[src/rtl/logic_clock_domain_crossing_multi_pointer_sync.sv]
// rtl/logic_clock_domain_crossing_multi_pointer_sync.sv - multi-channel gray pointer synchroniser with delta, strobe and gray check
//
// Destination-side receiver for CHANNELS independent gray-coded pointers
// launched from foreign clock domains. Per channel: STAGES-deep bit
// synchroniser into aclk, gray-to-binary conversion, registered binary
// pointer, registered advance (delta) and update strobe, and an optional
// sticky detector of illegal multi-bit gray steps.
//
// Optional feature macro: LOGIC_CLOCK_DOMAIN_CROSSING_GRAY_CHECK_EN
//   defined   : gray history + Hamming checker built, gray_error is sticky
//   undefined : gray_error tied to 0, gray_error_clear ignored
//
// Ports:
//   aclk             in   destination clock, all state on posedge
//   areset           in   synchronous active-high reset
//   gray_pointer     in   CHANNELS*ADDRESS_WIDTH source-registered gray pointers
//   gray_error_clear in   CHANNELS per-channel clear of sticky gray_error
//   pointer_synced   out  CHANNELS*ADDRESS_WIDTH synchronised binary pointers
//   pointer_delta    out  CHANNELS*ADDRESS_WIDTH advance since previous cycle
//   pointer_updated  out  CHANNELS one-cycle change strobe
//   gray_error       out  CHANNELS sticky illegal-transition flag

package logic_pkg;
    typedef enum logic [1:0] {
        TARGET_GENERIC = 2'd0,
        TARGET_XILINX  = 2'd1,
        TARGET_INTEL   = 2'd2
    } target_e;
endpackage

module logic_clock_domain_crossing_multi_pointer_sync #(
    parameter int               CHANNELS      = 1,
    parameter int               ADDRESS_WIDTH = 4,
    parameter int               STAGES        = 2,
    parameter logic_pkg::target_e TARGET      = logic_pkg::TARGET_GENERIC
) (
    input  logic                                aclk,
    input  logic                                areset,
    input  logic [CHANNELS*ADDRESS_WIDTH-1:0]   gray_pointer,
    input  logic [CHANNELS-1:0]                 gray_error_clear,
    output logic [CHANNELS*ADDRESS_WIDTH-1:0]   pointer_synced,
    output logic [CHANNELS*ADDRESS_WIDTH-1:0]   pointer_delta,
    output logic [CHANNELS-1:0]                 pointer_updated,
    output logic [CHANNELS-1:0]                 gray_error
);

    localparam int W = ADDRESS_WIDTH;

    function automatic logic [W-1:0] gray2bin(input logic [W-1:0] g);
        logic [W-1:0] b;
        b[W-1] = g[W-1];
        for (int i = W - 2; i >= 0; i--) begin
            b[i] = b[i+1] ^ g[i];
        end
        return b;
    endfunction

    // True when more than one bit is set (Hamming distance > 1 on an xor).
    function automatic logic multi_bit(input logic [W-1:0] d);
        logic seen;
        logic multi;
        seen  = 1'b0;
        multi = 1'b0;
        for (int i = 0; i < W; i++) begin
            if (d[i]) begin
                if (seen) begin
                    multi = 1'b1;
                end
                seen = 1'b1;
            end
        end
        return multi;
    endfunction

`ifndef LOGIC_CLOCK_DOMAIN_CROSSING_GRAY_CHECK_EN
    logic unused_gray_error_clear;
    assign unused_gray_error_clear = ^gray_error_clear;
`endif

    for (genvar c = 0; c < CHANNELS; c++) begin : g_chan
        logic [W-1:0]              stage1;
        logic [STAGES-2:0][W-1:0]  tail_q;
        logic [W-1:0]              gray_last;
        logic [W-1:0]              bin_d;
        logic [W-1:0]              ptr_q;
        logic [W-1:0]              delta_q;
        logic                      upd_q;

        // Stage 1 is the only flop that can go metastable; it carries the
        // target-specific synchroniser tag so timing tools treat it as such.
        if (TARGET == logic_pkg::TARGET_XILINX) begin : g_meta_xilinx
            (* ASYNC_REG = "TRUE" *) logic [W-1:0] meta_q;
            always_ff @(posedge aclk) begin
                if (areset) begin
                    meta_q <= '0;
                end else begin
                    meta_q <= gray_pointer[c*W +: W];
                end
            end
            assign stage1 = meta_q;
        end else if (TARGET == logic_pkg::TARGET_INTEL) begin : g_meta_intel
            (* altera_attribute = "-name SYNCHRONIZER_IDENTIFICATION FORCED" *) logic [W-1:0] meta_q;
            always_ff @(posedge aclk) begin
                if (areset) begin
                    meta_q <= '0;
                end else begin
                    meta_q <= gray_pointer[c*W +: W];
                end
            end
            assign stage1 = meta_q;
        end else begin : g_meta_generic
            (* async_reg = "true" *) logic [W-1:0] meta_q;
            always_ff @(posedge aclk) begin
                if (areset) begin
                    meta_q <= '0;
                end else begin
                    meta_q <= gray_pointer[c*W +: W];
                end
            end
            assign stage1 = meta_q;
        end

        // Remaining synchroniser stages: plain shift, no logic in between.
        always_ff @(posedge aclk) begin
            if (areset) begin
                tail_q <= '0;
            end else begin
                tail_q[0] <= stage1;
                for (int s = 1; s < STAGES - 1; s++) begin
                    tail_q[s] <= tail_q[s-1];
                end
            end
        end

        assign gray_last = tail_q[STAGES-2];
        assign bin_d     = gray2bin(gray_last);

        // Delta and strobe are computed against the current output so they
        // line up with the cycle in which the new pointer becomes visible.
        always_ff @(posedge aclk) begin
            if (areset) begin
                ptr_q   <= '0;
                delta_q <= '0;
                upd_q   <= 1'b0;
            end else begin
                ptr_q   <= bin_d;
                delta_q <= bin_d - ptr_q;
                upd_q   <= (bin_d != ptr_q);
            end
        end

        assign pointer_synced[c*W +: W] = ptr_q;
        assign pointer_delta[c*W +: W]  = delta_q;
        assign pointer_updated[c]       = upd_q;

`ifdef LOGIC_CLOCK_DOMAIN_CROSSING_GRAY_CHECK_EN
        logic [W-1:0] hist_q;
        logic         err_q;
        logic         multi_step;

        assign multi_step = multi_bit(gray_last ^ hist_q);

        // Set has priority over clear so a violation coinciding with a
        // clear is never lost.
        always_ff @(posedge aclk) begin
            if (areset) begin
                hist_q <= '0;
                err_q  <= 1'b0;
            end else begin
                hist_q <= gray_last;
                err_q  <= multi_step | (err_q & ~gray_error_clear[c]);
            end
        end

        assign gray_error[c] = err_q;
`else
        assign gray_error[c] = 1'b0;
`endif
    end

endmodule
[config.mk]
export PLATFORM = sky130hd
export DESIGN_NAME = logic_clock_domain_crossing_multi_pointer_sync
export DESIGN_NICKNAME = d
export VERILOG_FILES = /design/src/rtl/logic_clock_domain_crossing_multi_pointer_sync.sv
export SDC_FILE = /design/constraint.sdc
export NUM_CORES = 1
export LEC_CHECK = 0
export BUFFER_PORTS_ARGS = -buffer_cell sky130_fd_sc_hd__buf_4
export CORE_AREA = 2 2 43 45
export DETAILED_ROUTE_END_ITERATION = 8
export DIE_AREA = 0 0 45 47
export GPL_ROUTABILITY_DRIVEN = 0
export GPL_TIMING_DRIVEN = 0
export PLACE_DENSITY = 0.6
export SYNTH_ARGS = -nofsm -noshare
export SYNTH_HDL_FRONTEND = slang
export SYNTH_SLANG_ARGS = --single-unit
[constraint.sdc]
create_clock -name aclk -period 2.2 [get_ports aclk]
set_input_delay 0.22 -clock aclk [delete_from_list [all_inputs] [get_ports aclk]]
set_output_delay 0.22 -clock aclk [all_outputs]
set_load 0.03 [all_outputs]
==> qor.yml <==
antenna_cells: 0
outcome: "finished, final reports clean"
arrival_ns: 2.13
start_util: 0.3727
finalSetupTns_ns: 0
drcViolationCount: 0
cts_hold_buf: 0
p_sw_w: 0.0001835
grt_pass1_wl_um: 1338
ys_seq_area_frac: 0.5528
r2r-start: "g_chan[0].gray_last[3]"
dp_cells: 86
port_buffers: 14
synthCells: 55
viasPerCell: 4.389
synth_top_cell_area_share: 0.5528
peakVddDrop_uv: 319.6
critPathLaunch: "g_chan[0].gray_last[3]"
routedWlPerCell_um: 9.744
final_common_cell: "dfxtp_1"
met2_length_um: 388
final_cell_mix: "17 x dfxtp_1, 15 x buf_4, 10 x nor2b_1, 5 x inv_1, 4 x nor2_1"
coreArea_sq_um: 1652
synth.distinct_cells: 19
ios: 17
switching_share: 0.2821
layout.nets: 85
grt_start_max_net_pins: 11
cts_buffers: 3
htreeDepth: 1
slew_viol_final: 0
die_y_um: 47
hold_violations: 0
insertion_delay_ns: 0.28
p_per_area_nw_per_um2: 846.6
syn_area_sq_um: 615.6
drive_above_1_share: 0.2603
maxCapViolCount: 0
critPathMaxFanout: 4
setup_viol: 0
clkTransAtPathRegs_ns: 0.09
holdWs_ns: 0.1431
synth_seq_cells: 17
fin_util: 0.4652
dieArea_sq_um: 2115
synthTopCellsByArea: "dfxtp_1 55%, nor2b_1 10%, ha_1 6.1%"
hold_path_class: "in -> reg"
cts_resized: 0
grt_pass1_vias: 323
clockBufferDepth: 2
syn_nets: 66
period_needed_ns: 1.967
p_total_w: 0.0006504
die_w_um: 45
p_leak_nw: 0.3516
min_from: "gray_pointer[3]"
layout_worst_path_cycle_share: 0.8942
wl_met1_um: 394
clock-sinks: 17
wl_um: 877
fmax_mhz: 508.3
area_growth_pct: 24.80
vias: 395
highest_layer: "met4"
crit_required_ns: 2.36
ant_nets: 0
yosysWarnings: 0
synth_top_area_cell: "dfxtp_1"
cts_tree: "built"
drt_iter0_drc: 3
crit_path_cell_trace: "xnor3_1 -> xor2_1 -> ha_1 -> inv_1 -> fa_1 -> xnor2_1 -> nor2_1"
rsz0062_at_grt: "no"
crit_type: "reg -> reg"
comb_power_share: 0.229
instances_no_fill: 90
intPower_w: 0.0004669
cp_slowest_cell: "dfxtp_1"
fp-row-count: 15
root_buffer: "clkbuf_4"
syn_area_per_cell_sq_um: 11.19
cts_setup_buffers: 0
slowest_delay_ns: 0.43
dr.pass1.iters: 4
start_kind: "flop"
grt_overflow: 0
finClkSkew_ns: 0.001285
seq_power_share: 0.525
end_kind: "flop"
dp_hpwl_um: 645.3
wl_met3_um: 64
grtUsageTotal: 0.09428
antenna_found_initial: 0
clockPowerShare: 0.246
-- power groups by stage --
stage	Sequential (W)	Clock (W)	Combinational, W
global placement	0.000349	0	0.000146
detailed placement	0.000349	0	0.000150
global route	0.000343	0.000174	0.000164
finish	0.000341	0.000160	0.000149
CTS	0.000341	0.000166	0.000151
floorplan	0.000388	0	0.0000605
-- final cells by class --
type                       count  area (sq um)
inverter                       5         18.77
clock buffer                   4         26.28
buffer                         2         11.26
sequential                    17         340.3
multi-input combinational     31         245.2
fill                         164         883.3
timing repair buffer          14         105.1
tap                           17         21.27
-- routing by layer --
layer,vias up,GRT usage
met5,-,0
met2,16,0.1429
met3,4,0.03846
met4,0,0.08824
met1,169,0.09976
li1,206,-
-- kinds of logic after synthesis --
family / count (synthesis) / synth area share
simple gates: 18 / 0.1687
fa+ha+maj: 4 / 0.09350
flops: 17 / 0.5529
other cells: 1 / 0.006092
xor+xnor: 5 / 0.09350
buf+inv: 7 / 0.04878
compound gates: 3 / 0.03658
-- worst paths after layout --
path | depth (start not counted) | to | slack (ns)
hold reg to reg | 1 | g_chan[0].gray_last[1] | 0.44
setup reg to reg | 7 | pointer_delta[2] | 0.23
hold / removal | 2 | g_chan[0].g_meta_generic.meta_q[3] | 0.14
setup / recovery | 7 | pointer_delta[2] | 0.23
-- sequential cells by signal (all words and copies together) (netlist names) --
| signal | count |
|---|---|
| g_chan.g_meta_generic.meta_q | 4 |
| g_chan.gray_last | 4 |
| pointer_delta | 4 |
| pointer_synced | 4 |
| pointer_updated | 1 |
-- stage by stage --
stage | area, sq um | setup WS (ns)
2_1_floorplan | 615.6 | 0.3448
3_3_place_gp | 742.0 | 0.2271
3_5_place_dp | 742.0 | 0.2143
4_1_cts | 768.2 | 0.2151
5_1_grt | 768.2 | 0.03232
6_report | 768.2 | 0.2328
-- Yosys cell counts (all sizes together) --
cell type   n
fa          1
nand4b      1
a211o       1
nand2       1
nor2        5
nand3b      1
clkbuf      1
a41oi       1
nor2b      10
a21oi       1
buf         1
xor2        1
inv         5
dfxtp      17
conb        1
ha          3
xnor2       3
xnor3       1
-- worst max-delay path: cells and delay by family, from the launching register on --
kind	cells	cell delay (ns)
buffers and inverters	1	0.05
flip-flops	1	0.43
AND/OR/NAND/NOR	1	0.05
XOR/XNOR	3	0.75
adder cells (fa/ha/maj)	2	0.56
No activity file was read; power rests on OpenSTA's default activity.
